$ cat config.mk
export PLATFORM = sky130hd
export DESIGN_NAME = sync_fifo_flags
export DESIGN_NICKNAME = d
export VERILOG_FILES = /design/src/rtl/sync_fifo_flags.sv
export SDC_FILE = /design/constraint.sdc
export NUM_CORES = 1
export LEC_CHECK = 0
export BUFFER_PORTS_ARGS = -buffer_cell sky130_fd_sc_hd__clkbuf_2
export CAP_MARGIN = 20
export CORE_AREA = 3 3 103 105
export DETAILED_ROUTE_END_ITERATION = 8
export DIE_AREA = 0 0 106 108
export PLACE_DENSITY_LB_ADDON = 0.08
export SYNTH_ARGS = -nofsm -noshare
export SYNTH_HDL_FRONTEND = slang
export SYNTH_SLANG_ARGS = --single-unit
export TNS_END_PERCENT = 30
$ cat constraint.sdc
create_clock -name clk -period 3.55 [get_ports clk]
set_input_delay 0.71 -clock clk [delete_from_list [all_inputs] [get_ports clk]]
set_output_delay 0.71 -clock clk [all_outputs]
set_load 0.02 [all_outputs]
$ cat src/rtl/sync_fifo_flags.sv
// Single-clock FIFO with occupancy count, almost-full/almost-empty thresholds,
// sticky overflow/underflow flags and selectable FWFT or registered read.
module sync_fifo_flags #(
  parameter int unsigned DSIZE     = 8,
  parameter int unsigned ASIZE     = 4,
  parameter int unsigned AFULL_TH  = 12,
  parameter int unsigned AEMPTY_TH = 2,
  parameter bit          FWFT      = 1'b1
) (
  input  logic             clk,
  input  logic             rst_n,
  input  logic             wreq,
  input  logic [DSIZE-1:0] wdata,
  input  logic             rreq,
  output logic [DSIZE-1:0] rdata,
  output logic             wfull,
  output logic             rempty,
  output logic             almost_full,
  output logic             almost_empty,
  output logic [ASIZE:0]   level,
  output logic             overflow,
  output logic             underflow,
  input  logic             clr_err
);

  localparam int unsigned Depth = 1 << ASIZE;
  localparam int unsigned LvlW  = ASIZE + 1;

  localparam logic [ASIZE:0] DepthLvl  = LvlW'(Depth);
  localparam logic [ASIZE:0] AfullLvl  = LvlW'(AFULL_TH);
  localparam logic [ASIZE:0] AemptyLvl = LvlW'(AEMPTY_TH);

  if (AFULL_TH < 1 || AFULL_TH > Depth) begin : g_bad_afull
    $error("sync_fifo_flags: AFULL_TH must be in 1..DEPTH");
  end
  if (AEMPTY_TH > Depth - 1) begin : g_bad_aempty
    $error("sync_fifo_flags: AEMPTY_TH must be in 0..DEPTH-1");
  end

  logic [DSIZE-1:0] mem [Depth];

  logic [ASIZE:0] wptr_q, wptr_d;
  logic [ASIZE:0] rptr_q, rptr_d;
  logic [ASIZE:0] level_q, level_d;
  logic           wfull_q, rempty_q, afull_q, aempty_q;
  logic           overflow_q, overflow_d;
  logic           underflow_q, underflow_d;
  logic           wr_ok, rd_ok;
  logic [ASIZE-1:0] waddr, raddr;

  assign wr_ok = wreq & ~wfull_q;
  assign rd_ok = rreq & ~rempty_q;
  assign waddr = wptr_q[ASIZE-1:0];
  assign raddr = rptr_q[ASIZE-1:0];

  always_comb begin
    wptr_d  = wptr_q + LvlW'(wr_ok);
    rptr_d  = rptr_q + LvlW'(rd_ok);
    level_d = level_q + LvlW'(wr_ok) - LvlW'(rd_ok);

    // A new error in the same cycle as clr_err keeps the flag set.
    overflow_d  = clr_err ? 1'b0 : overflow_q;
    underflow_d = clr_err ? 1'b0 : underflow_q;
    if (wreq && wfull_q)  overflow_d  = 1'b1;
    if (rreq && rempty_q) underflow_d = 1'b1;
  end

  always_ff @(posedge clk or negedge rst_n) begin
    if (!rst_n) begin
      wptr_q      <= '0;
      rptr_q      <= '0;
      level_q     <= '0;
      wfull_q     <= 1'b0;
      rempty_q    <= 1'b1;
      afull_q     <= 1'b0;
      aempty_q    <= 1'b1;
      overflow_q  <= 1'b0;
      underflow_q <= 1'b0;
    end else begin
      wptr_q      <= wptr_d;
      rptr_q      <= rptr_d;
      level_q     <= level_d;
      wfull_q     <= (level_d == DepthLvl);
      rempty_q    <= (level_d == '0);
      afull_q     <= (level_d >= AfullLvl);
      aempty_q    <= (level_d <= AemptyLvl);
      overflow_q  <= overflow_d;
      underflow_q <= underflow_d;
    end
  end

  // Storage is not reset; pointers make stale contents unreachable.
  always_ff @(posedge clk) begin
    if (wr_ok) begin
      mem[waddr] <= wdata;
    end
  end

  if (FWFT) begin : g_fwft
    assign rdata = mem[raddr];
  end else begin : g_std
    logic [DSIZE-1:0] rdata_q;

    always_ff @(posedge clk or negedge rst_n) begin
      if (!rst_n) begin
        rdata_q <= '0;
      end else if (rd_ok) begin
        rdata_q <= mem[raddr];
      end
    end

    assign rdata = rdata_q;
  end

  assign wfull        = wfull_q;
  assign rempty       = rempty_q;
  assign almost_full  = afull_q;
  assign almost_empty = aempty_q;
  assign level        = level_q;
  assign overflow     = overflow_q;
  assign underflow    = underflow_q;

endmodule

==> key figures, run 1 <==
Global route
  • Global route overflow: 0
  • Initial antenna violation count: 0
  • Largest net degree at the start of global routing: 20
  • Vias in the first global route: 3066
  • All-Layer GR Usage: 0.214
  • Global-route wire length before repair: 17500 um

STA
  • Max Clock Freq: 0.324 GHz
  • Worst slew pin tran: 0.929 ns
  • Fin crit period: 3.09 ns
  • Setup TNS Final: 0 ns
  • Slew Viols, Final: 0
  • Final hold vios: 0
  • Rel. slew slack: 0.379
  • Final worst-path cycle share: 0.870
  • Setup-failing EPs final: 0
  • RSZ-0062 raised after global routing: no
  • Final WS setup: 0.462 ns
  • Setup Skew: 0.00721 ns

Routing
  • Drt first pass iters: 4
  • Post-Route WL: 11000 um
  • Antenna-violating nets left: 0
  • Vias per cell: 5.90
  • Routed len/inst: 22.5 um
  • Initial drt markers: 258
  • Via count: 2871
  • DRC: 0

Placed design
  • Pre-CTS setup slack: 0.679 ns
  • IO buf count: 31
  • Cell Area, Placed: 6170 um^2
  • Placed Instances: 457
  • Final GP Congestion: 0.886
  • Placed wire-length estimate: 7180 um

Worst setup path
  • WP depth: 5
  • CP Class: reg2out
  • CP required: 2.84 ns
  • Critical path buffer and inverter count: 2
  • Critical path's top delay family: flip-flops
  • Worst r2r path cells: 7
  • CP Capture Type: primary output
  • Crit-path max FO: 12
  • Slowest stage delay, CP: 0.68 ns
  • Worst Setup Start Kind: flip-flop
  • Flop2flop setup slack: 1.11 ns
  • Crit-path cells: buf_4, mux4_1, a22oi_1, nand2_1, clkbuf_2
  • Slowest cell on crit path: dfrtp_1
  • Worst EP arrival: 2.38 ns

Synth
  • Mapped Nets: 314
  • Largest family of logic cells by synthesized area: multiplexers
  • Post-synthesis sequential area ratio: 0.741
  • Synth Flop Type: edfxtp_1
  • Post-synth EDFFs: 128
  • Mapped Area: 5840 um^2
  • Top cell type's share of synthesized area: 0.659
  • FFs w/ async S/R, synth: 0.129
  • Distinct cell type count after synthesis: 36
  • Compound-Gate Fraction of Synth Area: 0.0364
  • Mean post-synth cell area: 19.9 um^2
  • Area leader, netlist: edfxtp_1
  • Cells taking the most area after synthesis: edfxtp_1, mux4_2, dfrtp_1
  • Synth Area in XOR/XNOR: 0.0120
  • Mux share of post-synthesis cell area: 0.131
  • FF+latch count, synth: 147
  • Simple-Gate Fraction of Synth Area: 0.0446
  • Mapped Cells: 293
  • Adder-Cell Fraction of Synth Area: 0.0184
  • Ys Warns: 0

Clocking
  • Root Buffer: clkbuf_8
  • CTS H-tree lvls: 4
  • Hold_buf cts: 0
  • Clk sink count: 147
  • CTS Buf Count: 17
  • Post_cts resized: 0
  • Clk pin slew, worst setup/hold paths: 0.06 ns
  • CTS max path bufs: 2
  • Clock latency at the later pin of the worst-skew pair: 0.51 ns
  • CTS tree: yes
  • Setup bufs post-CTS: 0

Die
  • Die width: 106 um
  • Core box area: 9730 um^2
  • Die area: 11400 um^2
  • Rows: 36
  • Starting Density: 0.600
  • Die span in y: 108 um
  • I/O pins: 32

Status
  • Status: finished clean

Final layout
  • Share of cells above drive strength 1: 0.257
  • Nets: 364
  • Layout Cells excl Fill: 487
  • Post-route cell area: 6670 um^2
  • Area overhead of the layout relative to synthesis: 14.3%
  • Diode count: 0
  • FILL cells: 660

Power
  • Worst VDD drop: 689 uV
  • PD cells: 872 nW/um^2
  • Leak: 2.35 nW
  • Tot Pwr: 5.81 mW

Hold path
  • Hold/Removal Path Class: in2async

Run
  • Max capacitance violation total: 0
-- registers in the layout, indices dropped and copies added, names as in the netlist --
| signal | cells |
|---|---|
| mem | 128 |
| level | 5 |
| rptr_q | 4 |
| wptr_q | 4 |
| almost_empty | 1 |
| almost_full | 1 |
| overflow | 1 |
| rempty | 1 |
| underflow | 1 |
| wfull | 1 |
-- path summary, 6_finish.rpt --
| path | to | from |
|---|---|---|
| setup / recovery | rdata[5] | rptr_q[1] |
| hold / removal | wptr_q[0] | rst_n |
| setup reg to reg | rempty | rempty |
| hold reg to reg | overflow | wfull |
| max in group asynchronous | rptr_q[0] | rst_n |
| min in group clk | overflow | clr_err |
-- layout by cell type (no fill, tap or decap), drive strengths merged --
cell type and instances:
a21oi 2, and3 3, nand3 3, a21boi 1, buf 12, a2111oi 3, and2 3, dfstp 2
inv 6, nor2 14, nor3b 1, clkbuf 54, nand2b 3, a311o 1, edfxtp 128, clkinv 6
bufinv 1, a22oi 16, dfrtp 17, xnor2 4, xor2 4, a21o 2, nor3 4, fa 1
o21ai 3, nor2b 3, or3 3, nand2 12, nand4 1, nand3b 2, mux4 32, ha 7
-- area by class of cell --
cell class	instances	area [um^2]	area share
Sequential cell	147	4320	0.648
Multi-Input combinational cell	128	1410	0.212
Clock buffer	23	437	0.0655
Timing Repair Buffer	43	245	0.0368
Tap cell	133	166	0.0250
Clock inverter	7	61.3	0.00919
Inverter	6	22.5	0.00338
-- layer usage --
layer	track usage	vias up	part of all wire
li1	-	1295	-
met5	0	-	0
met1	0.308	1479	0.43
met4	0.0805	0	0.014
met3	0.0472	13	0.063
met2	0.328	84	0.49
-- metrics by stage --
stage | util | hold slack, ns
6_report | 0.685 | 0.148
5_1_grt | 0.685 | 0.169
4_1_cts | 0.685 | 0.152
3_5_place_dp | 0.634 | 0.514
3_3_place_gp | 0.634 | 0.491
2_1_floorplan | - | 0.414
-- synthesized netlist by cell type (4+ instances only) --
master,count
a22oi_1,16
nor2_1,14
ha_1,7
inv_1,6
dfrtp_1,17
nor3_1,4
mux4_1,11
mux4_2,21
xor2_1,4
nand2_1,12
xnor2_1,4
edfxtp_1,128
buf_2,5
-- cells by family (layout without fill, tap and decap cells) --
family | Yosys count | after routing
simple gates | 52 | 52
fa+ha+maj | 8 | 8
xor+xnor | 8 | 8
flops | 147 | 147
mux | 32 | 32
buf+inv | 18 | 79
compound gates | 28 | 28
-- power breakdown --
group          leakage (nW)  internal [mW]  switching (mW)
Combinational         0.727          0.824            1.14
Clock                 0.245          0.912           0.607
Sequential             1.38           2.17           0.164
Note: power is estimated with default switching activity, not from simulation.
==> inputs of run 2 (changes only) <==
--- a/config.mk
+++ b/config.mk
@@ -8,9 +8,11 @@
 export BUFFER_PORTS_ARGS = -buffer_cell sky130_fd_sc_hd__clkbuf_2
 export CAP_MARGIN = 20
 export CORE_AREA = 3 3 103 105
+export CTS_CLUSTER_DIAMETER = 200
 export DETAILED_ROUTE_END_ITERATION = 8
 export DIE_AREA = 0 0 106 108
 export PLACE_DENSITY_LB_ADDON = 0.08
+export RECOVER_POWER = 25
 export SYNTH_ARGS = -nofsm -noshare
 export SYNTH_HDL_FRONTEND = slang
 export SYNTH_SLANG_ARGS = --single-unit
==> key figures, run 2 (synthesis results as in run 1) <==
Global route
  • Gr busiest metal: met2
  • Global route overflow: 0
  • All-Layer GR Usage: 0.214
  • M1 GR Usage: 0.308
  • Met3 Track Usage GR: 0.0472
  • Global-route wire length before repair: 17500 um
  • Initial antenna violation count: 0
  • Vias in the first global route: 3066
  • Largest net degree at the start of global routing: 20
  • GR Util met2: 0.328

Final layout
  • Area overhead of the layout relative to synthesis: 14.1%
  • Post-route cell area: 6660 um^2
  • Most common cell after layout, fill and taps aside: edfxtp_1
  • Nets: 364
  • Diode count: 0
  • Largest Register: mem
  • Share of cells above drive strength 1: 0.237
  • Number of flip-flops in the largest register: 128
  • FILL cells: 660
  • Commonest cells after routing, fill and taps aside: edfxtp_1, clkbuf_2, mux4_2

Power
  • Worst VDD drop: 690 uV
  • PD cells: 872 nW/um^2
  • Leak: 2.33 nW

Clocking
  • Root Buffer: clkbuf_8
  • Clock latency at the later pin of the worst-skew pair: 0.51 ns
  • CTS tree: yes
  • CTS Buf Count: 17
  • Setup bufs post-CTS: 0
  • Clk sink count: 147
  • CTS H-tree lvls: 4
  • Hold_buf cts: 0
  • CTS max path bufs: 2
  • Post_cts resized: 0
  • Clk pin slew, worst setup/hold paths: 0.06 ns

Routing
  • Routed len/inst: 22.4 um
  • Initial drt markers: 259
  • Via count: 2874
  • Vias per cell: 5.90
  • Post-Route WL: 10900 um
  • Antenna-violating nets left: 0
  • DRC: 0
  • Drt first pass iters: 4

Worst setup path
  • Critical Path End: rdata[5]
  • Worst Setup Start Kind: flip-flop
  • CP Capture Type: primary output
  • RR Startpoint: rempty
  • Worst EP arrival: 2.37 ns
  • R2R Path End: rempty
  • CP required: 2.84 ns
  • Slowest stage delay, CP: 0.68 ns
  • Slowest cell on crit path: dfrtp_1
  • Crit-path max FO: 12
  • Flop2flop setup slack: 1.11 ns
  • Crit-path cells: buf_4, mux4_2, a22oi_1, nand2_1, clkbuf_2
  • Critical path origin: rptr_q[1]
  • CP Class: reg2out
  • Worst r2r path cells: 7

Run
  • Max capacitance violation total: 0

Die
  • Core box area: 9730 um^2
  • I/O pins: 32
  • Die width: 106 um
  • Die span in y: 108 um
  • Starting Density: 0.600
  • Die area: 11400 um^2
  • Rows: 36

STA
  • RSZ-0062 raised after global routing: no
  • Fin crit period: 3.08 ns
  • Rel. slew slack: 0.299
  • Setup Skew: 0.00746 ns
  • Final worst-path cycle share: 0.867
  • Worst slew pin tran: 1.05 ns
  • Final hold vios: 0
  • Slew Viols, Final: 0
  • Setup-failing EPs final: 0
  • Max Clock Freq: 0.325 GHz
  • Setup TNS Final: 0 ns

Hold path
  • Hold/Removal Path Class: in2async

Status
  • Status: finished clean

Placed design
  • Placed wire-length estimate: 7180 um
  • Cell Area, Placed: 6170 um^2
  • IO buf count: 31
  • Final GP Congestion: 0.886
-- run 2: worst min-delay path by stage --
| stage | slack (ns) | from | cells after the start | endpoint |
|---|---|---|---|---|
| after floorplan | 0.41 | rst_n | 0 | almost_full |
| after global placement | 0.49 | wfull | 2 | overflow |
| after detailed placement | 0.51 | wfull | 2 | overflow |
| after CTS | 0.15 | rst_n | 1 | level[2] |
| after global routing | 0.38 | clr_err | 2 | overflow |
| final | 0.37 | rst_n | 1 | wptr_q[0] |
-- run 2: final cells by class --
type,instances,area (um^2),area share
sequential,147,4320,0.649
multi-input combinational,128,1410,0.212
clock buffer,23,437,0.0656
timing repair buffer,43,236,0.0355
tap,133,166,0.0250
clock inverter,7,61.3,0.00921
inverter,6,22.5,0.00338
-- run 2: worst max-delay path, delay by kind of cell, from the launching register on --
family                 cells  cell delay, ns
AND/OR/NAND/NOR            1            0.11
multiplexers               1            0.35
buffers and inverters      2            0.48
AO/OA/AOI/OAI              1            0.24
flip-flops                 1            0.68
-- run 2: power breakdown --
group          leakage (nW)  internal [mW]  switching, mW
Combinational         0.707          0.823           1.14
Sequential             1.38           2.17          0.164
Clock                 0.245          0.912          0.603
Total                  2.33           3.91           1.90
-- run 2: layer usage --
| layer | vias up | wire length [um] |
|---|---|---|
| met3 | 6 | 684 |
| li1 | 1294 | - |
| met1 | 1496 | 4680 |
| met5 | - | 0 |
| met2 | 78 | 5480 |
| met4 | 0 | 83 |
-- run 2: per-stage QoR --
stage	utilization	hold WS, ns	cells	power (mW)	worst slack, ns
6_report	0.684	0.368	487	5.81	0.471
5_1_grt	0.684	0.380	487	6.12	0.342
4_1_cts	0.685	0.152	487	5.86	0.414
3_5_place_dp	0.634	0.514	457	4.34	0.679
3_3_place_gp	0.634	0.491	457	4.32	0.733
2_1_floorplan	-	0.414	293	3.79	0.976
==> inputs of run 3 (changes only) <==
--- a/config.mk
+++ b/config.mk
@@ -7,10 +7,12 @@
 export LEC_CHECK = 0
 export BUFFER_PORTS_ARGS = -buffer_cell sky130_fd_sc_hd__clkbuf_2
 export CAP_MARGIN = 20
-export CORE_AREA = 3 3 103 105
+export CELL_PAD_IN_SITES_DETAIL_PLACEMENT = 0
+export CELL_PAD_IN_SITES_GLOBAL_PLACEMENT = 1
+export CORE_AREA = 3 3 106 108
 export CTS_CLUSTER_DIAMETER = 200
 export DETAILED_ROUTE_END_ITERATION = 8
-export DIE_AREA = 0 0 106 108
+export DIE_AREA = 0 0 109 111
 export PLACE_DENSITY_LB_ADDON = 0.08
 export RECOVER_POWER = 25
 export SYNTH_ARGS = -nofsm -noshare
==> key figures, run 3 (synthesis results as in run 1) <==
Global route
  • GR Util met2: 0.314
  • All-Layer GR Usage: 0.203
  • Largest net degree at the start of global routing: 35
  • Met3 Track Usage GR: 0.0489
  • Vias in the first global route: 3015
  • Initial antenna violation count: 0
  • Global route overflow: 0
  • Global-route wire length before repair: 17300 um
  • M1 GR Usage: 0.289
  • Gr busiest metal: met2

Power
  • Clock Power Share: 0.299
  • Comb pwr share: 0.320
  • Power Internal: 4.20 mW
  • Switching power: 1.94 mW
  • Sequential Power Share: 0.382
  • Tot Pwr: 6.14 mW
  • Leak: 2.37 nW
  • PD cells: 907 nW/um^2
  • Sw frac: 0.315
  • Worst VDD drop: 554 uV

Clocking
  • Root Buffer: clkbuf_8
  • Clk sink count: 147
  • Post_cts resized: 0
  • CTS Buf Count: 17
  • Clk pin slew, worst setup/hold paths: 0.06 ns
  • Hold_buf cts: 0
  • CTS max path bufs: 2
  • Setup bufs post-CTS: 0
  • Clock latency at the later pin of the worst-skew pair: 0.51 ns
  • CTS H-tree lvls: 4
  • CTS tree: yes

Worst setup path
  • CP required: 2.84 ns
  • Critical path's top delay family: flip-flops
  • Worst Setup Start Kind: flip-flop
  • Crit-path max FO: 11
  • Slowest stage delay, CP: 0.59 ns
  • Flop2flop setup slack: 1.12 ns
  • Crit-path cells: buf_4, mux4_1, a22oi_1, nand2_1, clkbuf_2
  • Worst EP arrival: 2.49 ns
  • CP Class: reg2out
  • Critical path buffer and inverter count: 2
  • Slowest cell on crit path: dfrtp_2
  • CP Capture Type: primary output

STA
  • Worst slew pin tran: 1.04 ns
  • Setup-failing EPs final: 0
  • Max Clock Freq: 0.313 GHz
  • Fin crit period: 3.20 ns
  • RSZ-0062 raised after global routing: no
  • Setup Skew: 0.00379 ns
  • Slew Viols, Final: 0
  • Final worst-path cycle share: 0.901
  • Final WS setup: 0.350 ns
  • Setup TNS Final: 0 ns
  • Final hold vios: 0
  • Rel. slew slack: 0.310

Die
  • Die span in y: 111 um
  • Rows: 37
  • I/O pins: 32
  • Die area: 12100 um^2
  • Die width: 109 um
  • Core box area: 10300 um^2
  • Starting Density: 0.565

Final layout
  • Number of flip-flops in the largest register: 128
  • Area overhead of the layout relative to synthesis: 16.0%
  • Commonest cells after routing, fill and taps aside: edfxtp_1, clkbuf_2, mux4_2
  • Final core utilization: 0.656
  • Most common cell after layout, fill and taps aside: edfxtp_1
  • Nets: 361
  • Share of cells above drive strength 1: 0.241
  • Largest Register: mem
  • FILL cells: 729
  • Diode count: 0

Routing
  • Post-Route WL: 11100 um
  • DRC: 0
  • Routed len/inst: 22.6 um
  • Initial drt markers: 256
  • Antenna-violating nets left: 0
  • Vias per cell: 5.92
  • Drt first pass iters: 5
  • Via count: 2896

Placed design
  • Pre-CTS setup slack: 0.713 ns
  • IO buf count: 31
  • Final GP Congestion: 0.729
  • Placed wire-length estimate: 7120 um

Hold path
  • Hold/Removal Path Class: in2async

Status
  • Status: finished clean

Run
  • Max capacitance violation total: 0
## run 3: cell types whose count changed in the layout (fill, tap and decap cells not counted), sizes merged
cell | previous run | this run
bufinv | 1 | 5
buf | 12 | 9
clkinvlp | 0 | 1
clkbuf | 54 | 51
## run 3: through the flow
stage               area, um^2  hold slack [ns]  cells
floorplan                 5840            0.414    293
global placement          6160            0.496    457
detailed placement        6160            0.529    457
CTS                       6780            0.133    489
global route              6770            0.400    489
finish                    6770            0.356    489
## run 3: worst paths after layout
| kind | from | end | cells past startpoint |
|---|---|---|---|
| min in group clk | clr_err | underflow | 2 |
| max | rptr_q[0] | rdata[7] | 5 |
| max in group asynchronous | rst_n | rptr_q[0] | 1 |
| max reg2reg | rempty | rempty | 7 |
| min | rst_n | level[3] | 1 |
| min reg2reg | underflow | underflow | 2 |
## run 3: power by group through the flow
stage               clock, mW  sequential [mW]  combinational, mW
floorplan                   0             2.37               1.42
global placement            0             2.36               1.98
detailed placement          0             2.38               1.99
CTS                      1.86             2.34               1.99
global route             1.94             2.37               2.16
finish                   1.83             2.34               1.96
## run 3: final cells by class
cell class,instances,area (um^2),area share
repair buffers,40,228,0.0336
inverters,6,22.5,0.00333
well taps,136,170,0.0251
clock inverters,12,186,0.0275
clock buffers,20,425,0.0629
multi-input cells,128,1410,0.209
flip-flops and latches,147,4320,0.639
## run 3: layer usage
metal	part of all wire	vias to the layer above
met3	0.050	11
met2	0.50	76
met5	0	-
met4	0.0097	0
li1	-	1292
met1	0.44	1517
## run 3: worst register-to-register path: stages (launching register included)
cell	delay, ns
dfstp_2	0.38
nor2b_1	0.33
xnor2_1	0.12
ha_1	0.21
fa_1	0.42
xor2_1	0.21
or3_1	0.35
a2111oi_1	0.29
